`src/rtl/sdfm_data_arb_if.sv`:
```
// sdfm_data_arb_if
// Bundles the channel capture inputs and the host read port of the
// sigma-delta result collector.
//   ch_data   : four 32-bit channel results, channel i at [32*i+31:32*i]
//   ch_update : one-cycle capture pulse per channel
//   ch_en     : per-channel enable
//   rd_en     : pop the FIFO head
//   ovr_clr   : write-1-to-clear of the sticky overrun flags
//   rd_data   : FIFO head data (0 while empty)
//   rd_ch     : FIFO head channel index (0 while empty)
//   rd_valid  : FIFO non-empty
//   level     : FIFO occupancy 0..DEPTH
//   ovr       : sticky overrun flags
//   irq       : registered interrupt, rd_valid | (|ovr)
// The slave modport is the collector; the master modport is the host/driver.
interface sdfm_data_arb_if #(
    parameter int DEPTH = 4,
    parameter int LW    = 3
);
    logic [127:0]  ch_data;
    logic [3:0]    ch_update;
    logic [3:0]    ch_en;
    logic          rd_en;
    logic [3:0]    ovr_clr;
    logic [31:0]   rd_data;
    logic [1:0]    rd_ch;
    logic          rd_valid;
    logic [LW-1:0] level;
    logic [3:0]    ovr;
    logic          irq;

    modport slave (
        input  ch_data, ch_update, ch_en, rd_en, ovr_clr,
        output rd_data, rd_ch, rd_valid, level, ovr, irq
    );

    modport master (
        output ch_data, ch_update, ch_en, rd_en, ovr_clr,
        input  rd_data, rd_ch, rd_valid, level, ovr, irq
    );
endinterface

```
`src/rtl/sdfm_data_arb.sv`:
```
// sdfm_data_arb
// Captures the results of four filter channels into per-channel holding
// registers, moves them with a round-robin arbiter into one shared
// show-ahead FIFO, and flags channels whose held result was overwritten
// before it could be queued.
//   SYSCLK : system clock, rising edge
//   SYSRST : asynchronous active-high reset
//   bus    : sdfm_data_arb_if.slave (capture inputs, host read port, flags)
module sdfm_data_arb #(
    parameter int DEPTH = 4,
    parameter int LW    = 3
) (
    input  logic                  SYSCLK,
    input  logic                  SYSRST,
    sdfm_data_arb_if.slave        bus
);
    localparam int DATA_W = 32;
    localparam int AW     = (DEPTH > 1) ? $clog2(DEPTH) : 1;

    logic [DATA_W-1:0] r_hold [4];
    logic [3:0]        r_hv;
    logic [3:0]        r_ovr;
    logic              r_irq;
    logic [1:0]        r_ptr;
    logic [DATA_W-1:0] r_mem_data [DEPTH];
    logic [1:0]        r_mem_ch [DEPTH];
    logic [AW-1:0]     r_wp;
    logic [AW-1:0]     r_rp;
    logic [LW-1:0]     r_level;

    logic              w_full;
    logic              w_empty;
    logic [3:0]        w_cap;
    logic              w_gnt_vld;
    logic [1:0]        w_gnt;
    logic [3:0]        w_gnt_oh;
    logic              w_push;
    logic              w_pop;
    logic [3:0]        w_hv_nxt;
    logic [3:0]        w_ovr_nxt;

    assign w_full  = (r_level == LW'(DEPTH));
    assign w_empty = (r_level == '0);
    assign w_cap   = bus.ch_update & bus.ch_en;
    assign w_push  = w_gnt_vld;
    assign w_pop   = bus.rd_en & ~w_empty;

    // Arbitration: scanning from the highest offset down lets the lowest
    // offset from r_ptr overwrite, so the first requester after r_ptr wins.
    always_comb begin
        w_gnt_vld = 1'b0;
        w_gnt     = '0;
        for (int k = 3; k >= 0; k--) begin
            if (r_hv[r_ptr + 2'(k)]) begin
                w_gnt_vld = 1'b1;
                w_gnt     = r_ptr + 2'(k);
            end
        end
        // Full is judged on the current level; a same-cycle pop does not help.
        if (w_full) begin
            w_gnt_vld = 1'b0;
        end
        w_gnt_oh = w_gnt_vld ? (4'b0001 << w_gnt) : 4'b0000;
    end

    // A capture colliding with its own grant keeps hv set without an
    // overrun, since the old value leaves through the FIFO this edge.
    always_comb begin
        w_hv_nxt  = r_hv;
        w_ovr_nxt = r_ovr;
        for (int i = 0; i < 4; i++) begin
            if (!bus.ch_en[i])       w_hv_nxt[i] = 1'b0;
            else if (w_cap[i])       w_hv_nxt[i] = 1'b1;
            else if (w_gnt_oh[i])    w_hv_nxt[i] = 1'b0;

            if (w_cap[i] && r_hv[i] && !w_gnt_oh[i]) w_ovr_nxt[i] = 1'b1;
            else if (bus.ovr_clr[i])                 w_ovr_nxt[i] = 1'b0;
        end
    end

    // Capture / control stage
    always_ff @(posedge SYSCLK or posedge SYSRST) begin
        if (SYSRST) begin
            for (int i = 0; i < 4; i++) r_hold[i] <= '0;
            r_hv    <= '0;
            r_ovr   <= '0;
            r_irq   <= 1'b0;
            r_ptr   <= '0;
            r_wp    <= '0;
            r_rp    <= '0;
            r_level <= '0;
        end else begin
            for (int i = 0; i < 4; i++) begin
                if (w_cap[i]) r_hold[i] <= bus.ch_data[DATA_W*i +: DATA_W];
            end
            r_hv  <= w_hv_nxt;
            r_ovr <= w_ovr_nxt;
            r_irq <= ~w_empty | (|r_ovr);
            if (w_push) begin
                r_ptr <= w_gnt + 2'd1;
                r_wp  <= r_wp + AW'(1);
            end
            if (w_pop) r_rp <= r_rp + AW'(1);
            case ({w_push, w_pop})
                2'b10:   r_level <= r_level + LW'(1);
                2'b01:   r_level <= r_level - LW'(1);
                default: r_level <= r_level;
            endcase
        end
    end

    // FIFO storage stage; contents are unreachable while empty, so no reset
    always_ff @(posedge SYSCLK) begin
        if (w_push) begin
            r_mem_data[r_wp] <= r_hold[w_gnt];
            r_mem_ch[r_wp]   <= w_gnt;
        end
    end

    assign bus.rd_data  = w_empty ? '0 : r_mem_data[r_rp];
    assign bus.rd_ch    = w_empty ? '0 : r_mem_ch[r_rp];
    assign bus.rd_valid = ~w_empty;
    assign bus.level    = r_level;
    assign bus.ovr      = r_ovr;
    assign bus.irq      = r_irq;
endmodule

```
`src/flat_wrapper.sv`:
```
// flat-port wrapper written by rule: the top's interface ports become plain ports
module sdfm_data_arb_flat 
#(
    parameter int DEPTH = 4,
    parameter int LW    = 3
)
  (SYSCLK, SYSRST, bus_ch_data, bus_ch_update, bus_ch_en, bus_rd_en, bus_ovr_clr, bus_rd_data, bus_rd_ch, bus_rd_valid, bus_level, bus_ovr, bus_irq);
  sdfm_data_arb_if #(.DEPTH(DEPTH), .LW(LW)) bus_i ();
  input  logic SYSCLK;
  input  logic SYSRST;
  input wire logic [$bits(bus_i.ch_data)-1:0] bus_ch_data;
  input wire logic [$bits(bus_i.ch_update)-1:0] bus_ch_update;
  input wire logic [$bits(bus_i.ch_en)-1:0] bus_ch_en;
  input wire logic [$bits(bus_i.rd_en)-1:0] bus_rd_en;
  input wire logic [$bits(bus_i.ovr_clr)-1:0] bus_ovr_clr;
  output wire logic [$bits(bus_i.rd_data)-1:0] bus_rd_data;
  output wire logic [$bits(bus_i.rd_ch)-1:0] bus_rd_ch;
  output wire logic [$bits(bus_i.rd_valid)-1:0] bus_rd_valid;
  output wire logic [$bits(bus_i.level)-1:0] bus_level;
  output wire logic [$bits(bus_i.ovr)-1:0] bus_ovr;
  output wire logic [$bits(bus_i.irq)-1:0] bus_irq;
  assign bus_i.ch_data = bus_ch_data;
  assign bus_i.ch_update = bus_ch_update;
  assign bus_i.ch_en = bus_ch_en;
  assign bus_i.rd_en = bus_rd_en;
  assign bus_i.ovr_clr = bus_ovr_clr;
  assign bus_rd_data = bus_i.rd_data;
  assign bus_rd_ch = bus_i.rd_ch;
  assign bus_rd_valid = bus_i.rd_valid;
  assign bus_level = bus_i.level;
  assign bus_ovr = bus_i.ovr;
  assign bus_irq = bus_i.irq;
  sdfm_data_arb #(.DEPTH(DEPTH), .LW(LW)) u_core (.SYSCLK(SYSCLK), .SYSRST(SYSRST), .bus(bus_i));
endmodule
```
`config.mk`:
```
export PLATFORM = sky130hd
export DESIGN_NAME = sdfm_data_arb_flat
export DESIGN_NICKNAME = d
export VERILOG_FILES = /design/src/rtl/sdfm_data_arb_if.sv /design/src/rtl/sdfm_data_arb.sv /design/src/flat_wrapper.sv
export SDC_FILE = /design/constraint.sdc
export NUM_CORES = 1
export LEC_CHECK = 0
export ABC_AREA = 1
export CAP_MARGIN = 25
export CORE_MARGIN = 5
export CORE_UTILIZATION = 50
export CTS_BUF_LIST = sky130_fd_sc_hd__clkbuf_8
export CTS_CLUSTER_DIAMETER = 40
export DETAILED_ROUTE_END_ITERATION = 8
export PLACE_DENSITY = 0.77
export SLEW_MARGIN = 20
export SYNTH_ARGS = -nofsm -noshare
export SYNTH_HDL_FRONTEND = slang
export SYNTH_SLANG_ARGS = --single-unit
```
`constraint.sdc`:
```
create_clock -name SYSCLK -period 4.75 [get_ports SYSCLK]
set_input_delay 0.95 -clock SYSCLK [delete_from_list [all_inputs] [get_ports SYSCLK]]
set_output_delay 0.95 -clock SYSCLK [all_outputs]
set_load 0.005 [all_outputs]
```
## Word-level counts from Yosys, hierarchy flattened

Memories as Yosys holds them, arrays and structs flattened.
Index checks and enable logic that the tools add are counted.

- Bits of input ports: 143
- Memory bits (writable): 136
- Logic and storage cells: 110
- Memories kept: 2
- Register bits after elaboration: 146

- Equality and inequality tests: 7
- Bitwise logic cells: 5
- Multiplexer cells: 46
- Order comparisons: 5
- Reduce and logical (&&, ||, !) cells: 19
- Shifts and indexed selects: 1
- Add/sub/neg operators: 8

Memory list:

| name | words | width | read ports | clocked after Yosys merged registers in | write ports | RTL line | source |
|---|---|---|---|---|---|---|---|
| u_core.r_mem_data | 4 | 32 | 1 | 0 | 1 | sdfm_data_arb.sv:25 | `logic [DATA_W-1:0] r_mem_data [DEPTH];` |
| u_core.r_mem_ch | 4 | 2 | 1 | 0 | 1 | sdfm_data_arb.sv:26 | `logic [1:0] r_mem_ch [DEPTH];` |

Operators with widths:

| cell | number |
|---|---|
| two-way mux 32 bit | 3 |
| binary-select mux 32 bit (select 2 bit) | 1 |
| two-way mux 1 bit | 31 |
| less-than comparator 2 x 3 -> 1 bit, second input constant | 4 |
| inequality test 3 x 1 -> 1 bit, second input constant | 4 |
| two-way mux 2 bit | 5 |
| nonzero test 2 bit | 5 |
| adder 2 x 1 -> 2 bit, second input constant | 4 |
| binary-select mux 1 bit (select 2 bit) | 4 |
| logical AND 1 bit | 8 |
| one-hot mux 3 bit (2 select lines) | 1 |
| adder 2 bit, second input constant | 2 |
| bitwise AND 4 bit | 1 |
| logical NOT 1 bit | 4 |
| two-way mux 4 bit | 1 |
| OR reduction 4 bit | 1 |
| left shift 1 x 2 -> 4 bit, first input constant | 1 |
| adder 3 x 1 -> 3 bit, second input constant | 1 |
| == test 3 bit, second input constant | 1 |
| >= comparator 3 bit, second input constant | 1 |
| logical NOT 3 bit | 1 |
| inverter 2 -> 3 bit | 1 |
| subtractor 3 x 1 -> 3 bit, second input constant | 1 |
| == test 2 x 1 -> 1 bit, second input constant | 1 |
| other kinds (4) | 4 |

## Longest topological paths before layout

Gate-level depths: netlist of the first run.

- Word-level depth: 12
- Gate-level depth with buffers: 17
- Depth with buffers taken out: 15

## Least setup slack after synthesis of the first run

Ideal clock, no wire load.

- Path kind: reg2reg
- From: reg u_core.r_ptr[0]
- To: mem u_core.r_mem_ch[0][0], enable pin
- Stages on the path, launching flop included: 12
- Data required time: 4,325 ps
- Period minus slack after synthesis: 3,140 ps
- Data arrival time: 2,715 ps
- Setup slack: 1,610 ps
- Path buffers: 2
- Path through: dfrtp_1 buf_6 inv_4 nand2_1 nand2_1 nand2_2 nand2_2 inv_2 nand3_1 nand2_1 buf_4 nor2_1

- Longest elaborated chain between the ends: 10
- Elaborated cells on any way between the ends: 18

RTL lines:

| what | RTL line | source |
|---|---|---|
| start: declaration | sdfm_data_arb.sv:24 | `logic [1:0] r_ptr;` |
| start signal: assignment | sdfm_data_arb.sv:100 | `r_ptr <= w_gnt + 2'd1;` |
| adder 2 bit | sdfm_data_arb.sv:54 | `if (r_hv[r_ptr + 2'(k)]) begin` |
| binary-select mux 1 bit (select 2 bit) | sdfm_data_arb.sv:54 |  |
| two-way mux 1 bit (not written as such) | sdfm_data_arb.sv:54 |  |
| two-way mux 1 bit (3 in series) | sdfm_data_arb.sv:54 |  |
| two-way mux 1 bit * | sdfm_data_arb.sv:54 |  |
| two-way mux 1 bit * | sdfm_data_arb.sv:60 | `if (w_full) begin` |
| two-way mux 1 bit * | sdfm_data_arb.sv:114 | `if (w_push) begin` |
| two-way mux 1 bit (not written as such) * | sdfm_data_arb.sv:116 | `r_mem_ch[r_wp] <= w_gnt;` |
| end: declaration | sdfm_data_arb.sv:26 |  |

Mark *: on every way between the ends. The rest lies on a longest branch, timed or not. The select of a mux whose other input is x is not followed.

## Worst setup path in the final report of the first run

- From: reg u_core.r_rp[0]
- To: out bus_rd_data[25]

- Longest elaborated chain between the ends: 2

RTL lines:

| what | RTL line | source |
|---|---|---|
| start: declaration | sdfm_data_arb.sv:28 | `logic [AW-1:0] r_rp;` |
| start signal: assignment | sdfm_data_arb.sv:103 | `if (w_pop) r_rp <= r_rp + AW'(1);` |
| memory (4 x 32 bit) | - |  |
| two-way mux 32 bit | sdfm_data_arb.sv:120 | `assign bus.rd_data = w_empty ? '0 : r_mem_data[r_rp];` |
| end: declaration | flat_wrapper.sv:16 | `output wire logic [$bits(bus_i.rd_data)-1:0] bus_rd_data;` |

No other way between the ends.

==> run summary, run 1 <==
DETAILED ROUTING
------------------------------------------------------------------------------------
Total iterations of the first detailed-routing run                                 5
Avg Vias per Cell                                                               5.16
Routed length per placed instance                                       16.8 microns
Initial DRC count                                                                864
Drt total wl                                                            31,600 microns
Routed via count                                                               9,746
Post-route ant nets                                                                0
Number of design rule violations left after detail routing                         0

YOSYS
------------------------------------------------------------------------------------
Count of warnings emitted by yosys                                                 0
Mean instance size in the synthesized netlist                             9.26 sq um
Total nets after synthesis                                                     1,500
Number of different library cells in the post-synthesis netlist                   26
Fraction of post-synthesis cell area in the top cell type by area              32.7%
#FFs+latches synth                                                               282
Instance count of the mapped netlist                                           1,347
Count of flip-flops with a built-in enable after synthesis                       136
Ys async rst share                                                             51.8%
Most frequently used cell type in the post-synthesis netlist            sky130_fd_sc_hd__nand2_1
Main flop type after synthesis                                          sky130_fd_sc_hd__dfrtp_1
Largest cells by area after synthesis                                   sky130_fd_sc_hd__edfxtp_1 33%, sky130_fd_sc_hd__dfrtp_1 29%, sky130_fd_sc_hd__nand2_1 7.0%
Post-synth top cells                                                    232 x sky130_fd_sc_hd__nand2_1, 180 x sky130_fd_sc_hd__nor2_1, 171 x sky130_fd_sc_hd__o21ai_0, 154 x sky130_fd_sc_hd__inv_1
Cell taking the most area after synthesis                               sky130_fd_sc_hd__edfxtp_1
Synthesized cell area                                                   12,500 sq um
Sequential share of the synthesized area                                       62.0%

GLOBAL ROUTING
------------------------------------------------------------------------------------
Layer carrying the most global-route usage                                      met2
Overall Global Routing Usage                                                   21.8%
Met3 track demand over resource in global routing                              3.96%
First-pass GRT wire length                                              49,600 microns
Initial antenna violation count                                                    2
Pin count of the biggest net entering global routing                              70
Met1 track utilization from global routing                                     32.6%
GR Layer Usage met2                                                            33.4%
Overflow left after global routing                                                 0
Number of global-route vias before repair                                      9,389

CLOCKING
------------------------------------------------------------------------------------
Clock slew seen by the registers of the worst setup and hold paths             60 ps
Maximum level of the CTS H-tree                                                    2
# Post-CTS Setup Buffers                                                           0
Quantity of gates resized following cts                                            0
Clk Latency, worst-skew pair                                                  550 ps
Root buffer cell                                                        sky130_fd_sc_hd__clkbuf_8
Hold_buf cts                                                                       0
TritonCTS clock tree                                                            done
Number of buffers created by CTS                                                  47
Maximum count of clock buffers along a single path                                 3
Number of clock sinks seen by CTS                                                282

FLOORPLANNING
------------------------------------------------------------------------------------
Top-level port count                                                             186
Starting density of the core                                                   51.0%
Die Height                                                               168 microns
Area of the core                                                        24,500 sq um
Number of standard-cell rows in the floorplan                                     57
Full die area                                                           28,200 sq um
Width of the die                                                         168 microns

POWER
------------------------------------------------------------------------------------
Total power density per cell area                                        828 nW/um^2
Leak                                                                         6.79 nW
Maximum vdd drop                                                            0.741 mV
Overall power                                                                13.0 mW

FINISH
------------------------------------------------------------------------------------
Share of the core filled with cells                                            64.1%
Final design instance area without fill                                 15,700 sq um
Number of nets in the final layout                                             1,675
Area added between synthesis and finish                                        25.6%
Layout fillers                                                                 1,950
Share of layout cells above drive strength 1                                   7.30%

SETUP PATH
------------------------------------------------------------------------------------
CP max-delay cell                                                       sky130_fd_sc_hd__buf_4
Critical path startpoint category                                          flip-flop
FF-to-FF setup slack                                                         1640 ps
Required time at the worst-slack endpoint                                    3800 ps
Sequence of cells on the critical path                                  buf_4 > nor2_1 > nor2_1 > o21ai_0 > a21oi_1 > clkdlybuf4s50_1
Critical path type                                                           reg2out
Slowest cell delay on critical path                                           580 ps
Endpoint type of the worst setup path                                     output pin
Largest fanout of any net on the critical path                                    69
Arrival time reported for the critical path endpoint                         2630 ps
Cell repeated most along the worst path                                 sky130_fd_sc_hd__nor2_1

TIMING
------------------------------------------------------------------------------------
Final count of pins violating max slew                                             0
Unrepaired setup endpoints after global routing                                false
Setup_tns                                                                       0 ps
Maximum achievable frequency                                               0.279 GHz
Share of the clock period used by the worst path after layout                  75.4%
Hold violation total from the final report                                         0
Post-route minimum period                                                    3580 ps
Max transition margin                                                          49.3%
Post-Route Skew                                                              26.0 ps
Count of final setup violators                                                     0
Worst-Margin Slew                                                             760 ps

PLACED DESIGN
------------------------------------------------------------------------------------
Post-place instance area                                                14,600 sq um
Weighted congestion at the end of routability-driven global placement          0.863
HPWL after detailed placement                                           20,900 microns
Count of buffers from port buffering                                             185

FLOW RUN
------------------------------------------------------------------------------------
Max-cap violations                                                                 0

MIN PATH
------------------------------------------------------------------------------------
Class of the tightest hold or removal check                                  reg2reg

STATUS
------------------------------------------------------------------------------------
Run status                                                              finished clean

-- kinds of logic (layout without fill, tap and decap cells) --
family	Yosys count	after routing	share of synthesized area (%)
and+or+nand+nor	566	566	18.6
DFF	282	282	62.0
AOI/OAI and AO/OA	243	243	9.85
buffers and inverters	242	456	8.17
adders and majority gates	10	10	1.06
xor gates and xnor gates	4	4	0.281
other	0	2	0
-- final cells by class --
class | instances | area [sq um] | share of cell area, %
clock inverters | 28 | 176 | 1.13
inverters | 160 | 607 | 3.87
flip-flops and latches | 282 | 7740 | 49.4
diodes | 2 | 5.00 | 0.0319
multi-input cells | 823 | 3760 | 24.0
well taps | 324 | 405 | 2.59
clock buffers | 60 | 826 | 5.27
repair buffers | 208 | 2150 | 13.7
-- worst max-delay path: cells and delay by family, from the launching register on --
| family | cells | cell delay [ps] |
|---|---|---|
| AO/OA/AOI/OAI | 2 | 330 |
| flip-flops | 1 | 370 |
| AND/OR/NAND/NOR | 2 | 240 |
| buffers and inverters | 2 | 1120 |
-- sequential cells by signal, indices dropped and copies added, names as in the netlist --
signal,flops
u_core.r_mem_data,128
u_core.bus.level,3
u_core.bus.ovr,4
u_core.r_rp,2
u_core.r_wp,2
u_core.r_hv,4
u_core.r_hold,128
u_core.bus.irq,1
u_core.r_mem_ch,8
u_core.r_ptr,2
-- metrics by stage --
step           hold WS (ps)  cells  setup WS (ps)
2_1_floorplan           481   1347           1610
3_3_place_gp            474   1789           1680
3_5_place_dp            482   1793           1640
4_1_cts                 495   1881           1040
5_1_grt                 523   1887           1000
6_report                491   1887           1170
-- routing by layer --
| metal | vias up | wire [microns] |
|---|---|---|
| met5 | - | 0 |
| met4 | 0 | 483 |
| met3 | 32 | 2330 |
| met2 | 363 | 14700 |
| met1 | 4608 | 14100 |
| li1 | 4743 | - |
-- worst paths after layout --
check,start,end,cells after the start
min,u_core.bus.ovr[3],u_core.bus.irq,2
max,u_core.r_rp[0],bus_rd_data[25],6
max in group asynchronous,SYSRST,u_core.r_hold[95],4
max reg2reg,u_core.r_ptr[0],u_core.bus.level[2],14
min reg2reg,u_core.bus.ovr[3],u_core.bus.irq,2
min in group asynchronous,SYSRST,u_core.r_hold[89],2
-- power by group --
group          total, mW  switching, mW  leakage (nW)  internal [mW]
clock               2.20          0.949         0.573           1.25
sequential          4.57          0.265          3.01           4.30
combinational       6.22           4.20          3.21           2.01
total               13.0           5.42          6.79           7.56
-- placed cells by master (no fill, tap or decap), drive strengths merged --
master         instances
nand3                146
inv                  176
nand2                237
edfxtp               136
diode                  2
o21ai                173
clkdlybuf4s50        185
buf                   23
nor3                   2
fa                     1
a31oi                  1
bufinv                 2
clkinv                 5
ha                     9
clkinvlp               5
xnor2                  2
clkbuf                60
a21oi                 69
nor2                 180
nand4                  1
dfrtp                146
xor2                   2
Power figures use the tool's default switching activity.
==> run 2: changes to the inputs <==
Settings changed: PLACE_DENSITY 0.77 to 0.74.
Clock period 4.75 ns to 3.65 ns, I/O delays scaled along.
==> run summary, run 2 (synthesis results as in run 1) <==
STATUS
------------------------------------------------------------------------------------
Run status                                                              finished clean   unchanged

TIMING
------------------------------------------------------------------------------------
Share of the clock period used by the worst path after layout                  94.5%
Post-layout worst setup margin                                                202 ps   was 1170 ps
Count of final setup violators                                                     0   unchanged
Max transition margin                                                          37.1%   was 49.3%
Maximum achievable frequency                                               0.290 GHz
Final count of pins violating max slew                                             0   unchanged
Hold violation total from the final report                                         0   unchanged
Worst-Margin Slew                                                             940 ps   was 760 ps
Setup_tns                                                                       0 ps   unchanged
Unrepaired setup endpoints after global routing                                false   unchanged
Post-route minimum period                                                    3450 ps
Post-Route Skew                                                              14.4 ps   was 26.0 ps
Worst hold slack across all endpoints                                         499 ps   was 491 ps

SETUP PATH
------------------------------------------------------------------------------------
CP max-delay cell                                                       sky130_fd_sc_hd__dfrtp_2   was sky130_fd_sc_hd__buf_4
Critical path type                                                           reg2out   unchanged
Arrival time reported for the critical path endpoint                         2720 ps   was 2630 ps
Slowest cell delay on critical path                                           620 ps   was 580 ps
Required time at the worst-slack endpoint                                    2920 ps   was 3800 ps
Largest fanout of any net on the critical path                                    38   was 69
Critical path startpoint category                                          flip-flop   unchanged
Sequence of cells on the critical path                                  inv_2 > buf_4 > o21ai_0 > a21oi_1 > clkdlybuf4s50_1   was buf_4 > nor2_1 > nor2_1 > o21ai_0 > a21oi_1 > clkdlybuf4s50_1
Endpoint type of the worst setup path                                     output pin   unchanged

PLACED DESIGN
------------------------------------------------------------------------------------
HPWL after detailed placement                                           20,900 microns   about the same
Worst slack after detailed placement                                          706 ps   was 1640 ps
Weighted congestion at the end of routability-driven global placement          0.862   was 0.863
Post-Place Cells                                                               1,796   was 1,793
Count of buffers from port buffering                                             185   unchanged

FINISH
------------------------------------------------------------------------------------
Regs by FF count                                                        u_core.r_hold: 128 flops, u_core.r_mem_data: 128 flops, u_core.r_mem_ch: 8 flops   unchanged
Number of nets in the final layout                                             1,674   was 1,675
Area added between synthesis and finish                                        24.4%   was 25.6%
Layout fillers                                                                 1,982   was 1,950
Share of layout cells above drive strength 1                                   7.06%   was 7.30%
Area occupied by registers                                                7740 sq um   unchanged
Commonest non-fill, non-tap cell in the layout                          sky130_fd_sc_hd__nand2_1   unchanged
Commonest non-fill, non-tap cells in the layout                         229 x sky130_fd_sc_hd__nand2_1, 185 x sky130_fd_sc_hd__clkdlybuf4s50_1, 176 x sky130_fd_sc_hd__nor2_1   unchanged
Area of the multi-input gates                                             3740 sq um   was 3760 sq um
Non-filler cells in the finished layout                                        1,882   was 1,887

FLOORPLANNING
------------------------------------------------------------------------------------
Width of the die                                                         168 microns   unchanged
Die Height                                                               168 microns   unchanged
Number of standard-cell rows in the floorplan                                     57   unchanged
Full die area                                                           28,200 sq um   unchanged
Top-level port count                                                             186   unchanged
Area of the core                                                        24,500 sq um   unchanged
Starting density of the core                                                   51.0%   unchanged

CLOCKING
------------------------------------------------------------------------------------
Hold_buf cts                                                                       0   unchanged
Number of clock sinks seen by CTS                                                282   unchanged
Root buffer cell                                                        sky130_fd_sc_hd__clkbuf_8   unchanged
TritonCTS clock tree                                                            done   unchanged
Maximum level of the CTS H-tree                                                    2   unchanged
Clock slew seen by the registers of the worst setup and hold paths             60 ps   about the same
Clk Latency, worst-skew pair                                                  560 ps   was 550 ps
Number of buffers created by CTS                                                  47   unchanged
Maximum count of clock buffers along a single path                                 3   unchanged

POWER
------------------------------------------------------------------------------------
Leak                                                                         6.73 nW   was 6.79 nW
Maximum vdd drop                                                            0.765 mV   was 0.741 mV
Total power density per cell area                                       1070 nW/um^2   was 828 nW/um^2
Overall power                                                                16.6 mW   was 13.0 mW

DETAILED ROUTING
------------------------------------------------------------------------------------
Routed length per placed instance                                       16.7 microns   was 16.8 microns
Total iterations of the first detailed-routing run                                 5   unchanged
Post-route ant nets                                                                0   unchanged
Avg Vias per Cell                                                               5.10   was 5.16
Initial DRC count                                                                733   was 864
Number of design rule violations left after detail routing                         0   unchanged
Drt total wl                                                            31,400 microns   was 31,600 microns
Routed via count                                                               9,591   was 9,746

GLOBAL ROUTING
------------------------------------------------------------------------------------
Pin count of the biggest net entering global routing                              66   was 70
First-pass GRT wire length                                              49,800 microns   was 49,600 microns
Number of global-route vias before repair                                      9,259   was 9,389
Initial antenna violation count                                                    1   was 2
Overall Global Routing Usage                                                   22.0%   was 21.8%
Overflow left after global routing                                                 0   unchanged

MIN PATH
------------------------------------------------------------------------------------
Class of the tightest hold or removal check                                  reg2reg   unchanged

FLOW RUN
------------------------------------------------------------------------------------
Max-cap violations                                                                 0   unchanged

## run 2: final timing paths
check / from / endpoint / slack [ps] / depth (start not counted)
worst min register to register: u_core.bus.ovr[0] / u_core.bus.irq / 500 / 2
worst min-delay path: u_core.bus.ovr[0] / u_core.bus.irq / 500 / 2
min in group asynchronous: SYSRST / u_core.r_hold[61] / 610 / 2
worst max-delay path: u_core.r_rp[0] / bus_rd_data[20] / 200 / 5
worst max register to register: u_core.r_ptr[0] / u_core.bus.level[2] / 730 / 13
max in group asynchronous: SYSRST / u_core.r_hold[19] / 2070 / 4
## run 2: layer usage
| metal | global-route usage (%) | up-vias | wire length, microns | share of wire, % |
|---|---|---|---|---|
| met1 | 33.3 | 4483 | 14400 | 46 |
| met5 | 0 | - | 0 | 0 |
| li1 | - | 4729 | - | - |
| met4 | 5.33 | 0 | 465 | 1.5 |
| met2 | 33.1 | 344 | 14300 | 46 |
| met3 | 3.99 | 35 | 2200 | 7.0 |
## run 2: power breakdown
| part | total (mW) | switching (mW) | internal [mW] |
|---|---|---|---|
| clock network | 2.77 | 1.24 | 1.53 |
| logic | 7.89 | 5.35 | 2.53 |
| registers | 5.98 | 0.385 | 5.60 |
## run 2: through the flow
| stage | cell area, sq um | utilization (%) |
|---|---|---|
| 2_1_floorplan | 12500 | - |
| 3_3_place_gp | 14600 | 59.6 |
| 3_5_place_dp | 14600 | 59.6 |
| 4_1_cts | 15500 | 63.4 |
| 5_1_grt | 15500 | 63.5 |
| 6_report | 15500 | 63.5 |
## run 2: what timing repair did
action | 4_1_cts | 5_1_grt
setup endpoints to repair | 0 | 14
setup buffers | 0 | 0
gates resized for setup | 0 | 1
## run 2: worst max-delay path, delay by kind of cell, from the launching register on
kind	cells	cell delay [ps]
AOI/OAI and AO/OA	2	360
buffers and inverters	3	1170
DFF	1	620
## run 2: cell type report
| class | count | share of cell area (%) |
|---|---|---|
| antenna | 1 | 0.0161 |
| timing repair buffer | 207 | 13.4 |
| inverter | 160 | 3.91 |
| multi-input combinational | 823 | 24.1 |
| sequential | 282 | 49.8 |
| clock buffer | 52 | 4.61 |
| clock inverter | 33 | 1.48 |
| tap | 324 | 2.61 |
